**src/rtl/dmem_port_arbiter.sv**
```systemverilog
// Single-port dmem arbiter: loads first, stores forced by starvation/full, fence drain sequencer.
// Grants are combinational (zero latency); read-valid lags ld_grant by one cycle; no backpressure beyond grant denial.
module dmem_port_arbiter #(
    parameter int STARVE_LIMIT = 4,
    parameter int CNT_W        = 3,
    parameter int ADDR_LEN     = 32
) (
    input  logic             clk,
    input  logic             reset,
    input  logic             ld_req,
    output logic             ld_grant,
    output logic             memoccupy_ld,
    output logic             ld_rdata_valid,
    input  logic             st_pend,
    input  logic             sb_full,
    input  logic             sb_empty,
    input  logic             prmiss,
    output logic             st_grant,
    input  logic             fence_req,
    output logic             fence_ack,
    output logic             dmem_sel,
    output logic [CNT_W-1:0] starve_cnt
);

    if (STARVE_LIMIT < 1 || STARVE_LIMIT > (2**CNT_W) - 1 || ADDR_LEN < 1) begin : g_bad_param
        $error("dmem_port_arbiter: illegal parameter combination");
    end

    typedef enum logic [1:0] {
        NORMAL = 2'd0,
        DRAIN  = 2'd1,
        ACK    = 2'd2
    } state_t;

    localparam logic [CNT_W-1:0] LIMIT = CNT_W'(STARVE_LIMIT);

    state_t           state_q, state_d;
    logic [CNT_W-1:0] cnt_q, cnt_d;
    logic             rvld_q;
    logic             st_elig;
    logic             force_st;

    assign st_elig  = st_pend & ~prmiss;
    assign force_st = sb_full | (cnt_q >= LIMIT);

    always_ff @(posedge clk) begin
        if (!reset) begin
            state_q <= NORMAL;
            cnt_q   <= '0;
            rvld_q  <= 1'b0;
        end else begin
            state_q <= state_d;
            cnt_q   <= cnt_d;
            rvld_q  <= ld_grant;
        end
    end

    always_comb begin
        state_d   = state_q;
        ld_grant  = 1'b0;
        st_grant  = 1'b0;
        fence_ack = 1'b0;
        unique case (state_q)
            NORMAL: begin
                ld_grant = ld_req & ~(st_elig & force_st);
                st_grant = st_elig & ~ld_grant;
                if (fence_req) begin
                    state_d = DRAIN;
                end
            end
            DRAIN: begin
                st_grant = st_elig;
                // A mispredict squashes the fence even if the buffer just emptied.
                if (prmiss) begin
                    state_d = NORMAL;
                end else if (sb_empty && !st_pend) begin
                    state_d = ACK;
                end
            end
            ACK: begin
                fence_ack = 1'b1;
                st_grant  = st_elig;
                state_d   = NORMAL;
            end
            default: begin
                state_d = NORMAL;
            end
        endcase
    end

    // Mispredict cycles with a pending store count as denials, so the bound still holds.
    always_comb begin
        cnt_d = cnt_q;
        if (st_grant || !st_pend) begin
            cnt_d = '0;
        end else if (cnt_q < LIMIT) begin
            cnt_d = cnt_q + 1'b1;
        end
    end

    assign memoccupy_ld   = ld_grant;
    assign dmem_sel       = st_grant;
    assign ld_rdata_valid = rvld_q;
    assign starve_cnt     = cnt_q;

endmodule

```
**config.mk**
```make
export PLATFORM = sky130hd
export DESIGN_NAME = dmem_port_arbiter
export DESIGN_NICKNAME = d
export VERILOG_FILES = /design/src/rtl/dmem_port_arbiter.sv
export SDC_FILE = /design/constraint.sdc
export NUM_CORES = 1
export LEC_CHECK = 0
export ABC_AREA = 1
export CORE_AREA = 2 2 39 41
export DETAILED_ROUTE_END_ITERATION = 10
export DIE_AREA = 0 0 41 43
export GPL_ROUTABILITY_DRIVEN = 1
export GPL_TIMING_DRIVEN = 0
export PLACE_DENSITY = 0.57
export SLEW_MARGIN = 20
export SYNTH_ARGS = -nofsm -noshare
export SYNTH_HDL_FRONTEND = slang
export SYNTH_SLANG_ARGS = --single-unit
```
**constraint.sdc**
```tcl
create_clock -name clk -period 1.9 [get_ports clk]
set_clock_uncertainty 0.15 [all_clocks]
set_input_delay 0.19 -clock clk [delete_from_list [all_inputs] [get_ports clk]]
set_output_delay 0.19 -clock clk [all_outputs]
set_load 0.01 [all_outputs]
```
Word-level counts from Yosys, hierarchy flattened
Index checks and enable logic that the tools add are counted.
{ "totals": {"output_inout_bits": 9, "reg_bits": 6, "word_cells": 33} }
{ "classes": {"bitwise": 9, "n_lt_le_gt_ge": 2, "muxes": 7, "addsub": 1, "eq_ne": 4, "reduce_logical": 7} }
{ "op_table": {"columns": ["operator", "n"], "rows": [
  ["$mux W2", 3],
  ["$and A1 B1 Y1", 4],
  ["$not A1 Y1", 4],
  ["$pmux W2 S2", 1],
  ["$reduce_or A2 Y1", 2],
  ["$add A3 B1 Y3 const B", 1],
  ["$ge A3 B3 Y1 const B", 1],
  ["$lt A3 B3 Y1 const B", 1],
  ["$ne A3 B3 Y1 const B", 1],
  ["$eq A2 B1 Y1 const B", 1],
  ["$eq A2 B2 Y1 const B", 1],
  ["$logic_not A2 Y1", 1],
  ["$mux W1", 2],
  ["$ne A2 B2 Y1 const B", 1],
  ["$pmux W1 S2", 1],
  ["$reduce_and A2 Y1", 1],
  ["$logic_and A1 B1 Y1", 1],
  ["$logic_not A1 Y1", 1],
  ["$logic_or A1 B1 Y1", 1],
  ["$or A1 B1 Y1", 1]
]} }

Depth between registers and ports, before layout
{ "logic_depth": {"word_depth": 10, "ltp_mapped": 9, "ltp_nobuf": 9} }

Least setup slack after synthesis
No wires, ideal clock.
{ "synth_timing": {"path_kind": "register to output", "startpoint": "register state_q[0]", "endpoint": "output port st_grant", "slack_ps": 510, "path_stages_with_launch": 8, "path_buffers": 1, "arrival_ps": 1050, "path_cell_list": "dfxtp_1 > inv_1 > ha_1 > inv_1 > nand2_1 > nand2_2 > inv_1 > buf_4"} }
{ "synth_via": {"elab_chain_cells": 3, "elab_cells_between_ends": 5, "classes_between": "eq/ne: 2; mux: 1; reduce/logical: 2"} }
{ "synth_lines": {"columns": ["item", "line_no", "rtl"], "rows": [
  ["start, declared", "37", "state_t state_q, state_d;"],
  ["start signal, assigned", "52", "state_q <= state_d;"],
  ["$eq A2 B1 Y1 / $eq A2 B2 Y1 (equally long branches)", "63", "unique case (state_q)"],
  ["$reduce_or A2 Y1 (no source line)", null, null],
  ["$pmux W1 S2 *", "63", null],
  ["end, declared", "18", "output logic st_grant,"]
]} }
Every way passes the cells marked *; elsewhere a longest branch is shown, timed or not.

Worst setup path in the final report
{ "layout_timing": {"startpoint": "input port st_pend", "endpoint": "output port dmem_sel"} }
{ "layout_via": {"elab_chain_cells": 7} }
{ "layout_lines": {"columns": ["item", "line_no", "rtl"], "rows": [
  ["start, declared", "14", "input logic st_pend,"],
  ["$and A1 B1 Y1 *", "43", "assign st_elig = st_pend & ~prmiss;"],
  ["$and A1 B1 Y1", "65", "ld_grant = ld_req & ~(st_elig & force_st);"],
  ["$not A1 Y1", "65", null],
  ["$and A1 B1 Y1", "65", null],
  ["$not A1 Y1", "66", "st_grant = st_elig & ~ld_grant;"],
  ["$and A1 B1 Y1", "66", null],
  ["$pmux W1 S2 *", "63", null],
  ["end, declared", "21", "output logic dmem_sel,"]
]} }
Marked as above.

==> summary.txt <==
Timing
  • Relative slew slack: 0.851
  • Final Cycle Share: 0.945
  • Final TNS setup: 0 ps
  • Final slew viol count: 0
  • RSZ-0062 raised after global routing: false
  • Post-layout min period: ~1800 ps
  • Worst-Margin Slew: 224 ps
  • Final worst slack: roughly 100 ps
  • FMAX: 557 MHz
  • Setup Viol. Count Final: 0
  • Hold Fails Final Rpt: 0

Clock tree
  • Worst skew pair latency: 240 ps
  • CTS clock-pin slew for the worst setup and hold paths: 40 ps
  • Root Buffer: clkbuf_4
  • Clk sink count: 6
  • TritonCTS clock tree: done
  • CTS buffer count: 3
  • Htree depth: 1
  • CTS max path bufs: 2

Worst setup path
  • CP most frequent cell: nand2_1
  • Startpoint Class: primary input
  • CP max stage cell: clkdlybuf4s50_1
  • Crit path DAT: 1460 ps
  • Worst-path fanout max: 3
  • CP required: between 1500 and 2000 ps
  • Crit path cell chain: clkdlybuf4s50_1 > inv_1 > nor2_2 > nand2_1 > nand2_2 > nand2_1 > nand2_1 > nand2_2 > inv_1 > dlygate4sd2_1
  • Reg2reg path depth: 8
  • WS Path Type: in2out
  • CP Capture Type: output pin
  • Critical path's largest stage delay: around 480 ps

Placement
  • Place WS: -267 ps
  • Placed inst area: 549 um2
  • IO Port Bufs: 16
  • Final GP Congestion: 0.668
  • HPWL Detailed: 555 um

GRT
  • Vias in the first global route: 293
  • Total GRT Usage: 0.104
  • First-pass GRT wire length: roughly 1200 um
  • Largest net degree at the start of global routing: 6
  • Total gr overflow: 0
  • Initial antenna violation count: 0

Pwr
  • Internal power: 0.000307 W
  • Clk pwr share: 0.260
  • Reg power frac: 0.347
  • P per Cell Area: 797 nW/um2
  • Comb pwr share: 0.393
  • Final Total Pwr: 0.000455 W
  • Maximum vdd drop: 321 uV
  • Psw: between 0.0001 and 0.00015 W
  • Leakage: 0.288 nW
  • Switching Fraction: 0.325

Cells and area
  • Layout cell share with drive strength beyond 1: 0.250
  • Finished Cell Area: 571 um2
  • Nets: 83
  • N_diodes: 0
  • P&R area growth vs syn: 54.6%

Yosys
  • Simple-gate share of the synthesized area: 0.234
  • Sequential fraction of the synthesis area: 0.325
  • Largest family of logic cells by synthesized area: simple AND/OR/NAND/NOR gates
  • FFs w/ async S/R, synth: 0
  • Most frequent cells after synthesis: inv_1 (9), nand2_1 (7), dfxtp_1 (6), nor2_1 (6), ha_1 (5)
  • Number of flops mapped to enable cells by yosys: 0
  • Synth Net Count: 62
  • Mux contribution to synthesized area: 0.0271
  • Cell Area, Synth: between 300 and 400 um2
  • Most frequent cell after synthesis: inv_1
  • Seq cells post-synth: 6
  • Unique cell type count in the Yosys netlist: 16
  • Adder-cell share of the synthesized area: 0.169
  • Biggest area consumer among synthesized cells: dfxtp_1
  • Post-synthesis compound-gate area fraction: 0.0780
  • Syn Inst Count: 49
  • Ys flop type: dfxtp_1
  • Yosys synthesis warning count: 0
  • Top-area cell type share of the netlist area: 0.325
  • Top cells by area, synth: dfxtp_1 (33%), ha_1 (17%), inv_1 (9.2%)
  • Xor/xnor share of the synthesized area: 0.0237
  • Post-Syn Area per Cell: around 7.5 um2

Routing
  • Final WL: around 700 um
  • # DRC: 0
  • Drt first pass iters: 2
  • Vias per cell: 4.02
  • Initial DRC Count: 4
  • Routed length per instance: around 8.4 um
  • Antenna Nets Post-Route: 0
  • Routed via count: 338

Floorplan
  • Initial Util: 0.267
  • Die height: 43 um
  • Chip width: 41 um
  • Core Region: 1380 um2
  • Io pins: 17
  • Row Count: 14
  • Die area: 1760 um2

Status
  • Status: complete, no violations

Min path
  • Worst Hold Class: reg2reg
  • Hold Path Cell Cnt: 2

Flow run
  • Number of max-cap violations: 0
[worst max-delay path, delay by kind of cell]
| family | cells | cell delay, ps |
|---|---|---|
| and+or+nand+nor | 6 | 390 |
| buffers and inverters | 4 | 880 |
[layout make-up]
type	count	area, um2
plain buffers	2	15.0
clock buffers	3	22.5
fillers	154	813
inverters	10	37.5
multi-input cells	31	199
flip-flops and latches	6	123
well taps	16	20.0
repair buffers	16	154
[routing by layer]
| metal | routed length, um | global-route usage |
|---|---|---|
| met1 | 334 | 0.119 |
| met2 | 296 | 0.134 |
| met3 | 61 | 0.0471 |
| met4 | 12 | 0.100 |
| met5 | 0 | 0 |
[cell families (layout without fill, tap and decap cells)]
family | after synthesis | count (layout)
flip-flops | 6 | 6
adder cells (fa/ha/maj) | 5 | 5
XOR/XNOR | 1 | 1
AND/OR/NAND/NOR | 19 | 19
buffers and inverters | 12 | 31
AO/OA/AOI/OAI | 5 | 5
multiplexers | 1 | 1
[per-stage QoR]
stage / utilization / instances / hold slack (ps)
after detailed placement: 0.397 / 81 / 389
after global placement: 0.397 / 81 / 376
after global routing: 0.412 / 84 / 382
after floorplan: - / 49 / 178
after CTS: 0.412 / 84 / 344
final: 0.412 / 84 / 340
[placed cells by master, fill, tap and decap left out, drive strengths merged]
| cell | count |
|---|---|
| xor2 | 1 |
| a21oi | 2 |
| nor3 | 1 |
| clkbuf | 3 |
| dfxtp | 6 |
| nand2 | 10 |
| ha | 5 |
| inv | 10 |
| nor3b | 1 |
| clkdlybuf4s50 | 12 |
| dlygate4sd2 | 3 |
| o21ai | 3 |
| buf | 3 |
| nor2 | 7 |
| mux2i | 1 |
[sequential cells by signal, indices dropped and copies added (netlist names)]
name and flops:
starve_cnt 3, state_q 2, ld_rdata_valid 1
[power by group through the flow]
stage	Clock [W]	Combinational, W	Sequential, W
5_1_grt	0.000135	0.000207	0.000160
3_3_place_gp	0	0.000188	0.000156
2_1_floorplan	0	0.000108	0.000157
4_1_cts	0.000125	0.000182	0.000158
3_5_place_dp	0	0.000189	0.000156
6_report	0.000118	0.000179	0.000158
[path summary, 6_finish.rpt]
path | slack [ps] | to | startpoint
max | 100 | dmem_sel | st_pend
min | 340 | state_q[0]$_SDFFE_PN0P_ | state_q[0]$_SDFFE_PN0P_
max reg2reg | 610 | state_q[1]$_SDFFE_PN0P_ | state_q[1]$_SDFFE_PN0P_
min reg2reg | 340 | state_q[0]$_SDFFE_PN0P_ | state_q[0]$_SDFFE_PN0P_
[timing repair]
item	in CTS	in global routing
resized for setup	10	0
hold buffers	0	0
buffers inserted	0	0
endpoints found under the setup margin	4	0
Power figures use the tool's default switching activity.
